**src/rtl/demux1_4_deser.sv**
```systemverilog
// ============================================================================
// Module  : demux1_4_deser
// Brief   : 1-bit serial to 4-bit parallel deserializer with valid/ready on
//           both sides and a single output holding register.
// Rev     : 1.0  initial release
// ============================================================================
`default_nettype none

module demux1_4_deser #(
  parameter int MSB_FIRST = 0
) (
  input  logic       clk,
  input  logic       rst_n,
  input  logic       i_flush,
  input  logic       i_in_valid,
  input  logic       i_in_bit,
  output logic       o_in_ready,
  output logic [3:0] o_out_word,
  output logic       o_out_valid,
  input  logic       i_out_ready
);

  typedef enum logic [1:0] {
    S0 = 2'd0,
    S1 = 2'd1,
    S2 = 2'd2,
    S3 = 2'd3
  } state_t;

  state_t     r_cnt;
  logic [2:0] r_part;
  logic [3:0] r_word;
  logic       r_valid;

  logic       w_last;
  logic       w_acc;
  logic [3:0] w_slots;
  logic [3:0] w_mapped;

  // Only the 4th bit needs room in the output register; slots 0-2 always fill.
  assign w_last     = (r_cnt == S3);
  assign o_in_ready = ~i_flush & (~w_last | ~r_valid | i_out_ready);
  assign w_acc      = i_in_valid & o_in_ready;
  assign w_slots    = {i_in_bit, r_part};

  generate
    if (MSB_FIRST != 0) begin : g_msb
      for (genvar k = 0; k < 4; k++) begin : g_bit
        assign w_mapped[3-k] = w_slots[k];
      end
    end else begin : g_lsb
      assign w_mapped = w_slots;
    end
  endgenerate

  always_ff @(posedge clk or negedge rst_n) begin
    if (!rst_n) begin
      r_cnt   <= S0;
      r_part  <= 3'b000;
      r_word  <= 4'b0000;
      r_valid <= 1'b0;
    end else begin
      if (i_flush) begin
        r_cnt <= S0;
      end else if (w_acc) begin
        case (r_cnt)
          S0: begin
            r_part[0] <= i_in_bit;
            r_cnt     <= S1;
          end
          S1: begin
            r_part[1] <= i_in_bit;
            r_cnt     <= S2;
          end
          S2: begin
            r_part[2] <= i_in_bit;
            r_cnt     <= S3;
          end
          default: begin
            r_word <= w_mapped;
            r_cnt  <= S0;
          end
        endcase
      end

      // A completing word wins over a drain so back-to-back words see no bubble.
      if (w_acc && w_last) begin
        r_valid <= 1'b1;
      end else if (r_valid && i_out_ready) begin
        r_valid <= 1'b0;
      end
    end
  end

  assign o_out_word  = r_word;
  assign o_out_valid = r_valid;

endmodule

`default_nettype wire

```
**config.mk**
```make
export PLATFORM = sky130hd
export DESIGN_NAME = demux1_4_deser
export DESIGN_NICKNAME = d
export VERILOG_FILES = /design/src/rtl/demux1_4_deser.sv
export SDC_FILE = /design/constraint.sdc
export NUM_CORES = 1
export LEC_CHECK = 0
export BUFFER_PORTS_ARGS = -buffer_cell sky130_fd_sc_hd__clkbuf_2
export CELL_PAD_IN_SITES_DETAIL_PLACEMENT = 1
export CELL_PAD_IN_SITES_GLOBAL_PLACEMENT = 1
export CORE_UTILIZATION = 36
export CTS_CLUSTER_DIAMETER = 50
export DETAILED_ROUTE_END_ITERATION = 12
export HOLD_SLACK_MARGIN = 0.02
export PLACE_DENSITY = 0.76
export SYNTH_ARGS = -nofsm -noshare
export SYNTH_HDL_FRONTEND = slang
export SYNTH_SLANG_ARGS = --single-unit
```
**constraint.sdc**
```tcl
create_clock -name clk -period 1.4 [get_ports clk]
set_input_delay 0.14 -clock clk [delete_from_list [all_inputs] [get_ports clk]]
set_output_delay 0.14 -clock clk [all_outputs]
set_load 0.1 [all_outputs]
```
Yosys cells after proc, flatten, opt, wreduce, memory -nomap -nowiden
Cells that the tools add are included.
- output and inout port bits: 6
- bits of input ports: 6
- word-level logic and storage cells: 32
- bits in registers: 10
- equality and inequality tests: 3
- muxes and demuxes: 5
- bitwise gates (word level): 8
- reduce and logical (&&, ||, !) cells: 10
- operators by type and width (operator ; count):
    $reduce_and 3->1 ; 4
    $pmux 2 s3 ; 1
    $eq 2x2->1 const B ; 2
    $mux 2 ; 2
    $not 1->1 ; 4
    $reduce_bool 2->1 ; 2
    $reduce_or 3->1 ; 1
    $and 1x1->1 ; 2
    $eq 2x1->1 const B ; 1
    $logic_and 1x1->1 ; 2
    $logic_not 2->1 ; 1
    $mux 1 ; 2
    $or 1x1->1 ; 2

Depth between registers and ports, before layout
- depth after elaboration: 8
- mapped depth: 5
- gate-level depth less buffers: 4

Least setup slack after synthesis
No wires, ideal clock.
- path type: reg2out
- start: reg r_valid, in the netlist o_out_valid
- end: out o_in_ready
- required time: 1260 ps
- slack: -1148 ps
- stages on the path, launching flop included: 3
- data arrival time: 2408 ps
- path buffers: 0
- cell sequence: dfrtp_1 -> nand3b_4 -> nor2b_1
- word-level cells in the longest chain between the ends: 4
- ends and longest elaborated chain (what ; RTL line ; text):
    start: declaration ; 33 ; logic r_valid;
    start signal: assignment ; 61 ; r_valid <= 1'b0;
    start signal: assignment ; 88 ; r_valid <= 1'b1;
    start signal: assignment ; 90 ; r_valid <= 1'b0;
    $not 1->1 ; 42 ; assign o_in_ready = ~i_flush & (~w_last | ~r_valid | i_out_ready);
    $or 1x1->1 (2 in series) ; 42 ;
    $and 1x1->1 ; 42 ;
    end: declaration ; 17 ; output logic o_in_ready,
No other way between the ends.

Worst setup path after layout
- start: reg r_cnt[0]
- end: out o_in_ready
- word-level cells in the longest chain between the ends: 5
- ends and longest elaborated chain (what ; RTL line ; text):
    start: declaration ; 30 ; state_t r_cnt;
    start signal: assignment ; 58 ; r_cnt <= S0;
    start signal: assignment ; 64 ; r_cnt <= S0;
    start signal: assignment ; 69 ; r_cnt <= S1;
    $eq 2x2->1 ; 41 ; assign w_last = (r_cnt == S3);
    $not 1->1 ; 42 ;
    $or 1x1->1 (2 in series) ; 42 ;
    $and 1x1->1 ; 42 ;
No other way between the ends.

==> impl_metrics.yaml <==
placed_design:
  numPortBuffers: 11
  gp_congestion: 0.702
  place_hpwl_um: 862
run_status:
  violations: "setup timing"
  status: "complete, but fails checks"
clock_tree:
  clk-insertion-delay-late_ns: 0.26
  path_clk_slew_ns: 0.06
  cts_buffers: 3
  cts_root_buf: "clkbuf_4"
  cts_sinks: 10
  cts_tree: "yes"
  cts.htree.levels: 1
  cts_buffer_depth: 2
floorplan:
  floorplan.initialDensity_pct: 39.9
  pin_count: 12
  fp.dieW_um: 40.7
  die_h_um: 40.7
  rows: 13
  core-area_mm2: 0.00135
  dieArea_mm2: 0.00165
critical_path:
  timing.rr.end: "o_out_word[2]"
  cp_num_buf_inv: 1
  arrival_ns: 1.28
  worst_path_dominant_cell_family: "flip-flops"
  worstSetupPathType: "reg2out"
  required_ns: 1.26
  rr_worst_depth: 4
  critPathCaptureType: "output pin"
  worstReg2RegStart: "r_cnt[0]"
  crit_start: "r_cnt[0]"
  path_max_fanout: 4
  rrSetupSlack_ns: 0.03
  slowest_stage: "dfrtp_1"
  critPathMaxStageDelay_ns: 0.41
  start_kind: "register"
  path_cells: "ha_4, nand3b_4, nor2b_4, buf_12"
route:
  wire_per_inst_um: 13.9
  drt-total-wl_um: 1030
  vias_per_cell: 4.92
  vias: 364
  drt-initial-drc-count: 2
  ant_nets: 0
  drc: 0
  first_pass_iters: 2
sta:
  fin_crit_sh_pct: 101
  drv_slew: 0
  relSlewSlack_pct: 63.7
  min_period_ns: 1.42
  fin_tns_setup_ns: -0.0190
  rsz0062_at_grt: "yes"
  setup_viol: 1
  timing.fmax_mhz: 705
  fin_ws_ns: -0.0190
  whs_ns: 0.0812
  worst_clock_skew_ns: 0.00112
  hold_violations: 0
  tightest_slew_ns: 0.546
final_layout:
  seqCellArea_um2: 254
  layout-drive-gt1-share_pct: 54.2
  area_growth_pct: 31.6
  nNetsFinal: 71
  n_antenna_cell: 0
  multi_input_comb_area_um2: 285
  final_util_pct: 52.5
  mostFrequentLayoutCells: "9 x clkbuf_2, 9 x dfrtp_1, 5 x buf_4"
  n_fill_cell: 143
power_and_ir_drop:
  power_density_mw_per_mm2: 1300
  p_leak_nw: 0.375
  total_power_mw: 0.920
  ir_drop_v: 0.000781
synthesis:
  ys_ff_latch: 10
  synth_area_um2: 538
  synth_top_cell_by_area: "dfrtp_1"
  synth.avg_cell_area_um2: 13.5
  synth_area_leaders: "dfrtp_1 47%, ha_1 12%, mux2_4 11%, mux2_2 6.3%, nand3b_4 3.7%"
  ys_types: 18
  synth-warning-count: 0
  syn_inst: 40
  synth_top_area_share_pct: 46.5
  ys_seq_area_share_pct: 46.5
  syn_nets: 51
worst_hold_path:
  min_to: "o_out_valid"
  hold_depth: 2
  hold_start: "i_out_ready"
  worstHoldPathType: "in2reg"
global_route:
  antenna_found_initial: 0
  grt_first_pass_wirelength_um: 1590
  track_usage_pct: 15.8
  grt_max_degree: 11
  grt_pass1_vias: 370
  overflow: 0
job:
  drv_cap: 0
Yosys cell counts:
cell type,number
mux2_4,4
a311oi_1,1
a211oi_1,1
ha_1,5
a21oi_1,1
a31o_2,1
inv_1,3
and3_4,1
dfrtp_1,10
buf_6,1
nand3b_4,1
mux2_2,3
o21ai_0,1
nor2b_1,1
nor2b_4,1
nand2_1,1
nor2_1,1
nand3_1,3
kinds of logic (layout without fill, tap and decap cells):
kind of cell	after synthesis	count (layout)	share of synthesized area (%)
AOI/OAI and AO/OA	5	5	6.51
muxes	7	7	17.4
DFF	10	10	46.5
and+or+nand+nor	9	9	13.7
buffers and inverters	4	23	4.19
adders and majority gates	5	5	11.6
timing repair:
| item | CTS | global route |
|---|---|---|
| hold buffers | 1 | 0 |
| resized for setup | 1 | 1 |
| pin swaps | 1 | 1 |
| gates cloned | 0 | 0 |
| hold endpoints to repair | 10 | 0 |
| buffers inserted | 2 | 0 |
| setup endpoints to repair | 1 | 3 |
worst max path at each step:
stage,to,slack [ns],cells past startpoint
floorplan,o_out_word[0],-0.08,4
global placement,o_out_word[1],0.06,4
detailed placement,o_out_word[1],0.02,4
CTS,o_in_ready,-0.04,4
global route,o_in_ready,-0.07,4
finish,o_in_ready,-0.02,4
worst register-to-register path, delay by kind of cell (launching register included):
family	cells	cell delay, ns
mux	1	0.30
fa+ha+maj	1	0.19
simple gates	1	0.19
buf+inv	1	0.16
flops	1	0.41
through the flow:
stage               setup WS (ns)  area (µm²)  instances
floorplan                 -0.0771         549         40
global placement           0.0645         652         68
detailed placement         0.0223         652         68
CTS                       -0.0418         698         74
global route              -0.0691         708         74
finish                    -0.0190         708         74
routing by layer:
| metal | GRT usage, % | wire length, µm | up-vias |
|---|---|---|---|
| met5 | 0 | 0 | - |
| li1 | - | - | 178 |
| met2 | 24.6 | 491 | 10 |
| met1 | 18.6 | 503 | 176 |
| met4 | 5.00 | 0 | 0 |
| met3 | 8.15 | 37 | 0 |
flip-flops by register name (all words and copies together) (netlist names):
name         count
o_out_word       4
o_out_valid      1
r_part           3
r_cnt            2
report_power, final:
group	switching, mW	internal, mW
combinational	0.244	0.102
sequential	0.0334	0.344
clock	0.0877	0.110
total	0.365	0.555
final cells by class:
cell class | count | share of cell area, %
timing repair buffer | 16 | 15.9
inverter | 3 | 1.59
sequential | 10 | 35.9
tap | 15 | 2.65
clock buffer | 4 | 3.71
multi-input combinational | 26 | 40.3
No activity file was read; power rests on OpenSTA's default activity.
